## config.mk

```make
export PLATFORM = sky130hd
export DESIGN_NAME = boa_stage_mem
export DESIGN_NICKNAME = d
export VERILOG_FILES = /design/src/rtl/boa_stage_mem.sv
export SDC_FILE = /design/constraint.sdc
export NUM_CORES = 1
export LEC_CHECK = 0
export CAP_MARGIN = 25
export CELL_PAD_IN_SITES_DETAIL_PLACEMENT = 0
export CELL_PAD_IN_SITES_GLOBAL_PLACEMENT = 2
export CORE_MARGIN = 5
export CORE_UTILIZATION = 29
export CTS_CLUSTER_DIAMETER = 80
export CTS_CLUSTER_SIZE = 28
export DETAILED_ROUTE_END_ITERATION = 10
export PLACE_DENSITY = 0.94
export REMOVE_ABC_BUFFERS = 1
export SETUP_SLACK_MARGIN = 0.3
export SYNTH_ARGS = -nofsm -noshare
export SYNTH_HDL_FRONTEND = slang
export SYNTH_SLANG_ARGS = --single-unit
```

## constraint.sdc

```tcl
create_clock -name clk -period 8.5 [get_ports clk]
set_input_delay 1.7 -clock clk [delete_from_list [all_inputs] [get_ports clk]]
set_output_delay 1.7 -clock clk [all_outputs]
set_load 0.005 [all_outputs]
```

## src/rtl/boa_stage_mem.sv

```systemverilog
// Boa32 MEM stage: data-bus handshake, load alignment/extension, misalignment traps,
// and the MEM/WB pipeline register.
module boa_stage_mem (
    input  logic        clk,
    input  logic        rst,
    input  logic        clear,
    input  logic        d_valid,
    input  logic [30:0] d_pc,
    input  logic [31:0] d_insn,
    input  logic        d_use_rd,
    input  logic [31:0] d_rs1_val,
    input  logic [31:0] d_rs2_val,
    input  logic        d_trap,
    input  logic [3:0]  d_cause,
    output logic        q_valid,
    output logic [30:0] q_pc,
    output logic [31:0] q_insn,
    output logic        q_use_rd,
    output logic [31:0] q_rd_val,
    output logic        q_trap,
    output logic [3:0]  q_cause,
    output logic        mem_re,
    output logic [3:0]  mem_we,
    output logic [29:0] mem_addr,
    output logic [31:0] mem_wdata,
    input  logic        mem_ready,
    input  logic [31:0] mem_rdata,
    input  logic        fw_stall_mem,
    output logic        fw_stall_req,
    input  logic        fw_rs2,
    input  logic [31:0] fw_in,
    output logic        fw_rd,
    output logic [31:0] fw_out
);
    typedef enum logic [1:0] {StIdle, StBusy, StHeld} state_e;

    state_e      r_state, w_state_next;
    logic        r_discard, w_discard_next;
    logic [31:0] r_hold;
    logic        r_req_re;
    logic [3:0]  r_req_we;
    logic [29:0] r_req_addr;
    logic [31:0] r_req_wdata;

    logic        w_is_load, w_is_store, w_access, w_mis, w_go, w_stall, w_trap;
    logic [1:0]  w_size;
    logic [31:0] w_eff_wdata, w_lane_wdata, w_rsrc, w_lane, w_load_val, w_rd_val;
    logic [3:0]  w_be, w_cause;

    assign w_is_load   = d_insn[6:0] == 7'b0000011;
    assign w_is_store  = d_insn[6:0] == 7'b0100011;
    assign w_access    = d_valid && !d_trap && (w_is_load || w_is_store);
    assign w_size      = d_insn[13:12];
    assign w_mis       = (w_size == 2'b01 && d_rs1_val[0]) ||
                         (w_size[1] && d_rs1_val[1:0] != 2'b00);
    assign w_go        = w_access && !w_mis;
    assign w_eff_wdata = fw_rs2 ? fw_in : d_rs2_val;

    always_comb begin
        w_be         = 4'b1111;
        w_lane_wdata = w_eff_wdata;
        case (w_size)
            2'b00: begin
                w_be         = 4'b0001 << d_rs1_val[1:0];
                w_lane_wdata = {4{w_eff_wdata[7:0]}};
            end
            2'b01: begin
                w_be         = 4'b0011 << d_rs1_val[1:0];
                w_lane_wdata = {2{w_eff_wdata[15:0]}};
            end
            default: ;
        endcase
    end

    // Load data comes from the hold register once the bus has moved on.
    assign w_rsrc = (r_state == StHeld) ? r_hold : mem_rdata;
    assign w_lane = w_rsrc >> {d_rs1_val[1:0], 3'b000};

    always_comb begin
        w_load_val = w_lane;
        case (w_size)
            2'b00:   w_load_val = d_insn[14] ? {24'b0, w_lane[7:0]}
                                             : {{24{w_lane[7]}}, w_lane[7:0]};
            2'b01:   w_load_val = d_insn[14] ? {16'b0, w_lane[15:0]}
                                             : {{16{w_lane[15]}}, w_lane[15:0]};
            default: ;
        endcase
    end

    assign w_rd_val = w_is_load ? w_load_val : d_rs1_val;
    assign w_trap   = d_trap || (w_access && w_mis);
    assign w_cause  = d_trap ? d_cause : (w_is_load ? 4'd4 : 4'd6);

    // A discarded transfer keeps the stage stalled through its ready cycle.
    assign fw_stall_req = (r_state == StIdle && w_go && !mem_ready) ||
                          (r_state == StBusy && (!mem_ready || r_discard));
    assign w_stall      = fw_stall_mem || fw_stall_req;
    assign fw_rd        = d_valid && d_use_rd && !d_trap && !w_is_store && !fw_stall_req;
    assign fw_out       = w_rd_val;

    always_comb begin
        mem_re    = 1'b0;
        mem_we    = 4'b0000;
        mem_addr  = d_rs1_val[31:2];
        mem_wdata = w_lane_wdata;
        if (r_state == StBusy) begin
            mem_addr  = r_req_addr;
            mem_wdata = r_req_wdata;
        end
        if (!rst) begin
            if (r_state == StIdle && w_go) begin
                mem_re = w_is_load;
                mem_we = w_is_store ? w_be : 4'b0000;
            end else if (r_state == StBusy) begin
                mem_re = r_req_re;
                mem_we = r_req_we;
            end
        end
    end

    always_comb begin
        w_state_next   = r_state;
        w_discard_next = r_discard;
        unique case (r_state)
            StIdle: begin
                w_discard_next = 1'b0;
                if (w_go && !mem_ready) begin
                    w_state_next   = StBusy;
                    w_discard_next = clear;
                end else if (w_go && fw_stall_mem) begin
                    w_state_next = StHeld;
                end
            end
            StBusy: begin
                w_discard_next = r_discard || clear;
                if (mem_ready) begin
                    w_discard_next = 1'b0;
                    if (!r_discard && !clear && fw_stall_mem) w_state_next = StHeld;
                    else                                      w_state_next = StIdle;
                end
            end
            StHeld: begin
                w_discard_next = 1'b0;
                if (clear || !fw_stall_mem) w_state_next = StIdle;
            end
            default: w_state_next = StIdle;
        endcase
    end

    always_ff @(posedge clk) begin
        if (rst) begin
            r_state   <= StIdle;
            r_discard <= 1'b0;
            q_valid   <= 1'b0;
            q_trap    <= 1'b0;
        end else begin
            r_state   <= w_state_next;
            r_discard <= w_discard_next;
            if (!w_stall) begin
                q_valid <= d_valid;
                q_trap  <= w_trap;
            end else begin
                q_valid <= 1'b0;
            end
            if (clear) begin
                q_valid <= 1'b0;
                q_trap  <= 1'b0;
            end
        end
    end

    always_ff @(posedge clk) begin
        if (r_state != StHeld) r_hold <= mem_rdata;
        if (r_state == StIdle) begin
            r_req_re    <= w_is_load;
            r_req_we    <= w_is_store ? w_be : 4'b0000;
            r_req_addr  <= d_rs1_val[31:2];
            r_req_wdata <= w_lane_wdata;
        end
        if (!w_stall) begin
            q_pc     <= d_pc;
            q_insn   <= d_insn;
            q_use_rd <= d_use_rd;
            q_rd_val <= w_rd_val;
            q_cause  <= w_cause;
        end
    end
endmodule

```

# --- Word level (Yosys, flattened, before mapping) ---
# Cells that the tools add are included.
op_classes:
  add_sub_neg: 0
  n_mul: 0
  n_div: 0
  order_cmp: 0
  eq_ne: 9
  shift: 3
  muxes: 28
  bitwise_logic: 0
  reduce_logical: 40
ops:
  columns: ["op", "count"]
  rows:
  - ["32-bit 2-to-1 mux", 6]
  - ["32-bit case mux with 2 select lines", 2]
  - ["32-bit by 5-bit right shift with 32-bit output", 1]
  - ["30-bit 2-to-1 mux", 1]
  - ["4-bit 2-to-1 mux", 5]
  - ["1-bit logical AND", 17]
  - ["2-bit 2-to-1 mux", 6]
  - ["1-bit logical NOT", 8]
  - ["1-bit logical OR", 8]
  - ["4-bit case mux with 2 select lines", 1]
  - ["7-bit by 2-bit equality test with 1-bit output (second input constant)", 1]
  - ["7-bit by 6-bit equality test with 1-bit output (second input constant)", 1]
  - ["2-bit case mux with 3 select lines", 1]
  - ["1-bit 2-to-1 mux", 5]
  - ["2-bit by 1-bit equality test with 1-bit output (second input constant)", 2]
  - ["2-bit logical NOT", 2]
  - ["2-bit inequality test (second input constant)", 2]
  - ["1-bit by 2-bit << shifter with 4-bit output (first input constant)", 1]
  - ["2-bit by 2-bit << shifter with 4-bit output (first input constant)", 1]
  - ["3-bit by 1-bit inequality test with 1-bit output (second input constant)", 1]
  - ["1-bit case mux with 3 select lines", 1]
  - ["3-bit AND reduction", 1]
  - ["3-bit nonzero test", 1]
  - ["3-bit OR reduction", 1]
  - ["4 further kinds", 4]
word_totals:
  reg_bits: 204
  latchBits: 0
  ramBits: 0
  mem_bits_ro: 0
  in_bits: 204
  out_inout_bits: 203
  wordCells: 94
  n_memories: 0

# --- Longest topological paths before layout ---
# Gate-level depths: netlist of the first run.
logic_depth:
  ltp_word: 10
  ltp_mapped: 10
  ltp_nobuf: 6

# --- Worst setup path before layout of the first run ---
# OpenSTA, ideal clock, no wires.
synth_path:
  path_type: "reg2reg"
  start: "register r_state[0]"
  end: "register q_cause[0], enable pin"
  setup_ns: 0.693
  t_arrival_ns: 4.209
  required_time_ns: 7.807
  path_slack_ns: 3.598
  path_stages_with_launch: 7
  path_buffers: 0
  period_less_slack_ns: 4.902
  path_cell_list: "dfxtp_1 inv_1 ha_1 and3b_1 o2111ai_1 o211ai_1 inv_1"
synth_via:
  elab_chain_cells: 5
  elab_cells_between_ends: 7
  cone_classes: "1 x eq/ne; 6 x reduce/logical"
synth_lines:
  columns: ["element", "line_no", "rtl"]
  rows:
  - ["start, declared", "37", "state_e r_state, w_state_next;"]
  - ["start signal, assigned", "152", "r_state <= StIdle;"]
  - ["start signal, assigned", "157", "r_state <= w_state_next;"]
  - ["2-bit logical NOT", "95", "assign fw_stall_req = (r_state == StIdle && w_go && !mem_ready) ||"]
  - ["1-bit logical AND (2 in series)", "95", null]
  - ["1-bit logical OR *", "95", null]
  - ["1-bit logical OR *", "97", "assign w_stall = fw_stall_mem || fw_stall_req;"]
  - ["end signal, assigned", "185", "q_cause <= w_cause;"]
  - ["end, declared", "21", "output logic [3:0] q_cause,"]
# Mark *: on every way between the ends. The rest lies on a longest branch, timed or not.
# A chain may end at the register's enable or synchronous reset.

# --- Worst setup path after layout of the first run ---
layout_path:
  start: "input port d_rs1_val[1]"
  end: "output port fw_rd"
layout_via:
  elab_chain_cells: 10
layout_lines:
  columns: ["element", "line_no", "rtl"]
  rows:
  - ["start, declared", "11", "input logic [31:0] d_rs1_val,"]
  - ["2-bit nonzero test", "55", "(w_size[1] && d_rs1_val[1:0] != 2'b00);"]
  - ["1-bit logical AND", "55", null]
  - ["1-bit logical OR", "54", "assign w_mis = (w_size == 2'b01 && d_rs1_val[0]) ||"]
  - ["1-bit logical NOT", "56", "assign w_go = w_access && !w_mis;"]
  - ["1-bit logical AND", "56", null]
  - ["1-bit logical AND (2 in series)", "95", null]
  - ["1-bit logical OR", "95", null]
  - ["1-bit logical NOT", "98", "assign fw_rd = d_valid && d_use_rd && !d_trap && !w_is_store && !fw_stall_req;"]
  - ["1-bit logical AND", "98", null]
  - ["end, declared", "32", "output logic fw_rd,"]
# Every way passes these cells.

==> results of run 1 <==
==> synthesized netlist by cell type, types with 4 or more instances <==
library cell	instances	area share, %
o22a_1	8	0.74
o31ai_1	8	0.63
o211ai_1	8	0.63
a21oi_2	10	0.93
a31oi_1	12	0.79
nor2b_1	5	0.33
and2_1	12	0.79
nand2_1	43	1.7
o21ai_0	11	0.58
edfxtp_1	199	63
mux2_2	99	12
inv_1	13	0.52
nand3_1	7	0.37
dfxtp_1	5	1.1
nand2b_1	7	0.46
ha_1	4	0.53
mux2i_1	41	4.3
a21oi_1	45	2.4
clkbuf_1	20	0.79
buf_4	4	0.32
buf_2	13	0.69
nor2_1	50	2.0
==> metrics by stage <==
| stage | power [mW] | util, % | area [µm²] | worst slack (ns) |
|---|---|---|---|---|
| 2_1_floorplan | 1.34 | - | 9270 | 3.34 |
| 3_3_place_gp | 1.63 | 43.2 | 14000 | 2.06 |
| 3_5_place_dp | 1.64 | 43.2 | 14000 | 2.01 |
| 4_1_cts | 2.39 | 44.6 | 14500 | 1.99 |
| 5_1_grt | 2.45 | 44.6 | 14500 | 1.72 |
| 6_report | 2.35 | 44.6 | 14500 | 1.99 |
==> how the worst min path moves through the flow <==
| stage | start | endpoint | slack [ns] |
|---|---|---|---|
| 4_1_cts | q_trap | q_trap | 0.48 |
| 5_1_grt | q_trap | q_trap | 0.52 |
| 2_1_floorplan | q_trap | q_trap | 0.45 |
| 3_5_place_dp | q_trap | q_trap | 0.47 |
| 6_report | q_trap | q_trap | 0.48 |
| 3_3_place_gp | q_trap | q_trap | 0.46 |
==> cells by family after synthesis <==
logic type,after synthesis
and+or+nand+nor,139
AOI/OAI and AO/OA,124
muxes,142
adders and majority gates,4
DFF,204
buffers and inverters,55
==> sequential cells by signal, summed over array words and instances (netlist names), 4 cells and up <==
register	count
q_insn	32
q_cause	4
q_pc	31
r_hold	32
r_req_we	4
r_req_addr	30
q_rd_val	32
r_req_wdata	32
==> power by group through the flow <==
stage	clock, mW	combinational [mW]	sequential (mW)
after floorplan	0	0.112	1.23
after global placement	0	0.409	1.22
after detailed placement	0	0.412	1.23
after CTS	0.766	0.415	1.20
after global routing	0.797	0.438	1.21
final	0.738	0.409	1.20
==> cell type report <==
type | count | area [µm²]
clock buffers | 15 | 375
clock inverters | 9 | 103
fillers | 2970 | 17900
inverters | 14 | 55.1
multi-input cells | 409 | 3170
flip-flops and latches | 204 | 6080
well taps | 442 | 553
repair buffers | 415 | 4120
==> tightest hold or removal path, stage by stage, from the launching register on <==
cell and delay [ns]:
dfxtp_1 0.32, nand2_1 0.05, mux2i_1 0.06
==> per-layer routing <==
| layer | routed length [µm] | vias to the layer above |
|---|---|---|
| met2 | 16100 | 283 |
| met5 | 0 | - |
| met3 | 2460 | 37 |
| li1 | - | 3334 |
| met1 | 13100 | 3444 |
| met4 | 670 | 0 |
==> results.md, run 1 <==
- For this block, the initial DRC count from the detailed router was 377.
- The smallest hold slack is 0.475 ns.
- Summed over all cells, the static leakage comes to 5.02 nW.
- After synthesis, the largest family of logic cells by area is multiplexers.
- Leaving out fill and tap cells, the most frequent cell in the layout is clkdlybuf4s50_1.
- After Yosys synthesis, and, or, nand and nor cells account for 6.99% of the synthesized area.
- The post-placement cell count is 1,484.
- The maximum fanout encountered on the critical timing path is 20.
- During synthesis, Yosys emitted a total of 0 warnings.
- Summed over all nets, the switching power comes to 0.573 mW.
- The part of the total power dissipated in sequential elements is 51.2%.
- Summing the areas of all compound-gate instances in the mapped netlist gives 9.05% of the synthesized area.
- The tightest min-delay check is of the reg2reg type.
- The cell count after synthesis came out at 668.
- For this run, design rule violations remaining after detail routing come to 0.
- The first global-routing pass estimated 46,400 µm of wire.
- The worst hold path was traced through 2 stages.
- After detailed routing, the average wire length per cell comes to 21.5 µm.
- In the global route stage, met3 resource usage came out at 3.94%.
- The sum of overflow across all layers after global routing is 0.
- Of the total synthesized cell area, the portion taken by XOR and XNOR cells is 0%.
- The floorplan step defined a die boundary enclosing 36,400 µm².
- The post-layout minimum cycle time is 6.51 ns.
- The initial cell density of the core is 29.2%.
- Setup repair after global routing left no endpoint under its margin.
- The switching fraction of total power is 24.4%.
- For this run, the post-layout net count is 1,267.
- The setup path with the least slack is of type in2out.
- The count of pins on the block boundary is 407.
- From synthesis to final layout, the design area changed by 52.6%.
- The number of hold violations in the final report came to 0.
- The average vias per placed instance is 4.71.
- The tree is rooted in a clkbuf_16.
- The post-cts repair resize count is 0.
- Counting the buffers created by CTS gives 15.
- The first TritonRoute pass finished after 4 iterations.
- The synthesized cell area is 9470 µm².
- The total count of max-transition violations in the final report came to 0.
- The number of clock sinks is 204.
- The global routing usage on met2 is 29.0%.
- Counting both buffers and inverters, the worst setup path holds a total of 2.
- The highest cell delay on the worst timing path is 0.96 ns.
- The critical path goes through clkdlybuf4s50_1, nor2_1, o2111ai_1, o21ai_0, nor4bb_1, clkdlybuf4s50_1.
- The worst endpoint required time is 6.80 ns.
- The x dimension of the die is 191 µm.
- Timing would allow up to 154 MHz.
- Among cell families on the critical path, the largest total delay comes from buffers and inverters.
- After synthesis, the share of cell area in mux cells is 16.6%.
- VDD sags by at most 0.176 mV.
- Cells with a size suffix above 1 make up 14.9% of the layout.
- The critical path runs through a total of 6 cells.
- The clock tree from TritonCTS is built.
- The HPWL after detailed placement is 24,400 µm.
- The total of hold buffers inserted after clock tree synthesis is 0.
- The worst register-to-register path begins at r_state[1].
- The insertion delay to the later sink of the worst-skew pair is 0.49 ns.
- The share of flip-flops with an asynchronous set or reset is 0%.
- After floorplanning, the core was divided into 66 placement rows.
- The number of antenna violations at the first check in global routing is 0.
- Yosys mapped a number of flops with a built-in enable equal to 199.
- The clock network accounts for 31.4% of the total power.
- The global-route total usage across every layer is 16.5%.
- In the layout the commonest cells are 404 x clkdlybuf4s50_1, 199 x edfxtp_1, 99 x mux2_2.
- After global routing, the most crowded layer is met2.
- The kind of launch point of the worst setup path is an input port.
- In this run the tool buffered the top-level ports with 406 buffer cells.
- The critical path launch point is d_rs1_val[1].
- The cell count of the worst reg-to-reg path is 7.
- The nature of the critical path endpoint is an output pin.
- The via count of the first global-routing pass is 7,315.
- For this design, the slowest cell found on the critical path is clkdlybuf4s50_1.
- The number of setup buffers added after CTS is 0.
- The count of cells in the finished layout, fillers not included, comes to 1,508.
- From bottom edge to top edge, the die measures 191 µm.
- The number of antenna diodes in the final layout is 0.
- The relative max-transition margin is 42.0%.
- The synthesized-area fraction occupied by adder cells is 0.529%.
- The internal power of the cells is 1.78 mW.
- In this run the remaining antenna-violating nets after routing total 0.
- CTS built an H-tree with a depth of 1.
- The share of the clock period used by the worst path after layout is 76.5%.
- The largest net degree at the start of global routing is 56.
- The transition time of the tightest slew-check pin is 0.869 ns.
- The terminus of the critical flop-to-flop path is q_pc[23].
- For this design the ratio of total power to cell area is 163 nW/µm².
- The primary flip-flop cell chosen by synthesis mapping is edfxtp_1.
- The setup TNS is 0 ns.
- The final worst clock skew is 0.0255 ns.
- The total number of vias is 7,098.
- Wires add up to 32,400 µm.
- The congestion estimate from routability-driven global placement came to 0.814.
- The most numerous cell type found on the critical path is clkdlybuf4s50_1.
- The met1 usage in global routing is 20.7%.
- Across the run, the number of max-cap violations was 0.
- Data arrives at the worst endpoint at 4.81 ns.
- The fraction of the yosys area taken by sequential cells is 64.2%.
- After clock tree synthesis, the clock-pin slew on the worst setup and hold paths is 0.07 ns.
- The maximum root-to-sink buffer count is 3.
- The post-synthesis cell type count is 55.
- Setup slack on the worst reg-to-reg path comes out at 5.16 ns.
- After synthesis the netlist holds a flip-flop and latch count of 204.
- The core area is 32,400 µm².
- The end point of the critical path is fw_rd.
- The count of endpoints failing setup in the final report is 0.
- The run finished with clean final reports.
- The mean instance size in the synthesized netlist is 14.2 µm².
- Combinational cells account for 17.4% of the total power.
Power figures use the tool's default switching activity.
==> inputs of run 2 (changes only) <==
--- a/config.mk
+++ b/config.mk
@@ -9,11 +9,11 @@
 export CELL_PAD_IN_SITES_DETAIL_PLACEMENT = 0
 export CELL_PAD_IN_SITES_GLOBAL_PLACEMENT = 2
 export CORE_MARGIN = 5
-export CORE_UTILIZATION = 29
+export CORE_UTILIZATION = 27
 export CTS_CLUSTER_DIAMETER = 80
 export CTS_CLUSTER_SIZE = 28
 export DETAILED_ROUTE_END_ITERATION = 10
-export PLACE_DENSITY = 0.94
+export PLACE_DENSITY = 0.89
 export REMOVE_ABC_BUFFERS = 1
 export SETUP_SLACK_MARGIN = 0.3
 export SYNTH_ARGS = -nofsm -noshare
==> constraint.sdc (replaced) <==
create_clock -name clk -period 6.6 [get_ports clk]
set_input_delay 1.32 -clock clk [delete_from_list [all_inputs] [get_ports clk]]
set_output_delay 1.32 -clock clk [all_outputs]
set_load 0.005 [all_outputs]
==> results.md, run 2 (same netlist as run 1, synthesis figures left out) <==
- The switching power is 0.741 mW (+29%).
- The instance area after placement is 14,100 µm² (+0.78%).
- The worst setup path is captured at an output pin.
- The initial cell density of the core was 27.4% (-1.8 points).
- The via count of the first global-routing pass is 7,336 (+0.29%).
- Counting I/O delays and the setup requirement, the final critical path takes 5.50 ns.
- The total clock buffers created by CTS is 16 (+1).
- The setup TNS came to 0 ns (unchanged).
- The vertical extent of the die is 197 µm (+3.4%).
- The total count of max-transition violations in the final report is 0 (unchanged).
- The total of hold buffers inserted after clock tree synthesis is 0 (unchanged).
- The kind of launch point of the worst setup path is an input port.
- The ratio of cells with drive above 1 in the final layout is 16.0% (+1.1 points).
- The number of buffer and inverter instances along the worst setup path was 4 (+2).
- The insertion delay to the later sink of the worst-skew pair is 0.51 ns (+0.02 ns).
- The post-route cell area was 14,700 µm² (+1.5%).
- The setup slack of the critical path after layout was 1.10 ns (-0.894 ns).
- The path class of the tightest hold or removal check is reg2reg.
- The internal power of the cells is 2.38 mW (+34%).
- The wire length of the first global-routing pass is 48,300 µm (+3.9%).
- The final core area utilization is 42.5% (-2.2 points).
- The reported leakage power is 5.12 nW (+2.0%).
- Clock tree synthesis selected as its root buffer the cell clkbuf_16.
- The average vias per placed instance came to 4.64 (-1.4%).
- The largest individual stage delay along the critical path comes from the cell clkdlybuf4s50_1.
- The maximum clock frequency is 182 MHz.
- The count of nets left with antenna violations after detail routing came to 0 (unchanged).
- The H-tree depth came to 1 (unchanged).
- The combinational group share of total power was 17.1% (-0.3 points).
- The relative max-transition margin is 53.7% (+12 points).
- The worst endpoint required time is 5.28 ns (-1.52 ns).
- The part of the power in the clock network is 33.3% (+1.9 points).
- The average wire per cell in the routed design was 21.7 µm (+0.88%).
- The largest net degree at the start of global routing is 73 (+30%).
- Setup repair after global routing left no endpoint under its margin.
- The number of input and output port buffers inserted was 406 (unchanged).
- The power per cell area was 213 nW/µm² (+31%).
- The max-capacitance violation count came to 0 (unchanged).
- The sum of overflow across all layers after global routing is 0 (unchanged).
- The highest cell delay on the worst timing path is 0.63 ns (-0.33 ns).
- The maximum root-to-sink buffer count was 3 (unchanged).
- The DRC violation count after routing is 0 (unchanged).
- The critical path goes through clkdlybuf4s50_1, nor4_4, nand3_1, buf_4, inv_2, nor2_1, a21oi_1, clkdlybuf4s50_1.
- The transition time of the tightest slew-check pin was 0.692 ns (-0.177 ns).
- The signal arrival time at the worst endpoint came to 4.18 ns (-0.63 ns).
- The number of setup buffers added after CTS is 0 (unchanged).
- The number of hold violations in the final report is 0 (unchanged).
- The category of the critical setup timing path is in2out.
- The kind of cell adding the most delay to the critical path is buffers and inverters.
- Leaving out fill and tap cells, the most frequent cell in the layout is clkdlybuf4s50_1.
- The full die area is 38,900 µm² (+7.0%).
- The peak supply drop is 0.155 mV (-12%).
- The top cell types in the final layout, fill and taps aside, are 404 x clkdlybuf4s50_1, 199 x edfxtp_1, 99 x mux2_2.
- The number of antenna violations at the first check in global routing is 3 (+3).
- The post-route total power is 3.13 mW (+33%).
- The final worst clock skew came to 0.0428 ns (+0.0174 ns).
- The net total in the final layout was 1,277 (+0.79%).
- The count of pins on the block boundary is 407 (unchanged).
- The clock input transition at the sequential cells of the worst setup and hold paths came to 0.07 ns (about the same).
- The last weighted congestion value of the routability-driven placer is 0.789 (-3.0%).
- The core area is 34,500 µm² (+6.7%).
- By instance count, the cell type seen most on the critical path is clkdlybuf4s50_1.
- The number of clock sinks is 204 (unchanged).
- The count of filler cells inserted in the layout is 3,264 (+9.9%).
- The total number of placement rows is 68 (+3.0%).
- The part of the total power dissipated in sequential elements is 49.6% (-1.6 points).
- The total detailed-routing wirelength is 33,300 µm (+2.7%).
- The total iterations of the first detailed-routing run is 5 (+1).
- The post-cts repair resize count is 0 (unchanged).
- The run finished with clean final reports.
- The total number of vias is 7,127 (+0.41%).
- The switching fraction of total power came to 23.7% (-0.65 points).
- The number of violations reported at the end of detailed-routing iteration 0 was 329 (-13%).
- The maximum fanout encountered on the critical timing path is 23 (+15%).
- The post-synthesis to final-layout area growth is 55.0%.
- The count of endpoints failing setup in the final report was 0 (unchanged).
- The global-route total usage across every layer is 16.0% (-0.42 points).
- Of the available clock period, the critical path in the final layout requires 83.3%.
- The clock tree from TritonCTS is built.
- The HPWL after detailed placement is 25,700 µm (+5.4%).
- The x dimension of the die is 197 µm (+3.4%).
- The pre-CTS setup slack is 1.07 ns (-0.942 ns).
run 2: final cells by class:
type / instances / area, µm² / share of cell area, %
diodes: 2 / 5.00 / 0.0341
clock buffers: 17 / 425 / 2.90
clock inverters: 11 / 134 / 0.912
inverters: 14 / 55.1 / 0.375
multi-input cells: 409 / 3170 / 21.6
flip-flops and latches: 204 / 6080 / 41.4
well taps: 455 / 569 / 3.88
repair buffers: 424 / 4240 / 28.9
run 2: worst reg2reg max path, stage by stage, from the launching register on:
cell and delay (ns):
dfxtp_1 0.38, inv_1 0.16, ha_2 0.36, buf_4 0.49
mux2_2 0.45, mux2_2 0.30, a21oi_1 0.22, a21oi_1 0.24
run 2: power groups by stage:
stage	Sequential (mW)	Clock [mW]	Combinational [mW]
floorplan	1.58	0	0.144
finish	1.55	1.04	0.535
CTS	1.55	1.09	0.545
detailed placement	1.58	0	0.541
global placement	1.58	0	0.536
global route	1.56	1.13	0.574
run 2: stage by stage:
stage,cells,hold WS [ns]
2_1_floorplan,627,0.455
3_3_place_gp,1504,0.461
3_5_place_dp,1505,0.481
4_1_cts,1533,0.494
5_1_grt,1536,0.535
6_report,1536,0.493
run 2: worst paths after layout:
path	startpoint	endpoint	slack (ns)	cells after the start
worst max-delay path	d_insn[3]	fw_out[17]	1.10	8
worst min-delay path	q_trap	q_trap	0.49	2
worst max register to register	r_state[0]	q_rd_val[17]	3.71	7
worst min register to register	q_trap	q_trap	0.49	2
run 2: metal layers:
| layer | vias up | wire length [µm] | part of all wire, % | GRT usage, % |
|---|---|---|---|---|
| met4 | 2 | 813 | 2.4 | 4.52 |
| met5 | - | 13 | 0.039 | 0 |
| met3 | 39 | 2500 | 7.5 | 4.37 |
| li1 | 3361 | - | - | - |
| met1 | 3457 | 13700 | 41 | 20.1 |
| met2 | 268 | 16300 | 49 | 27.3 |
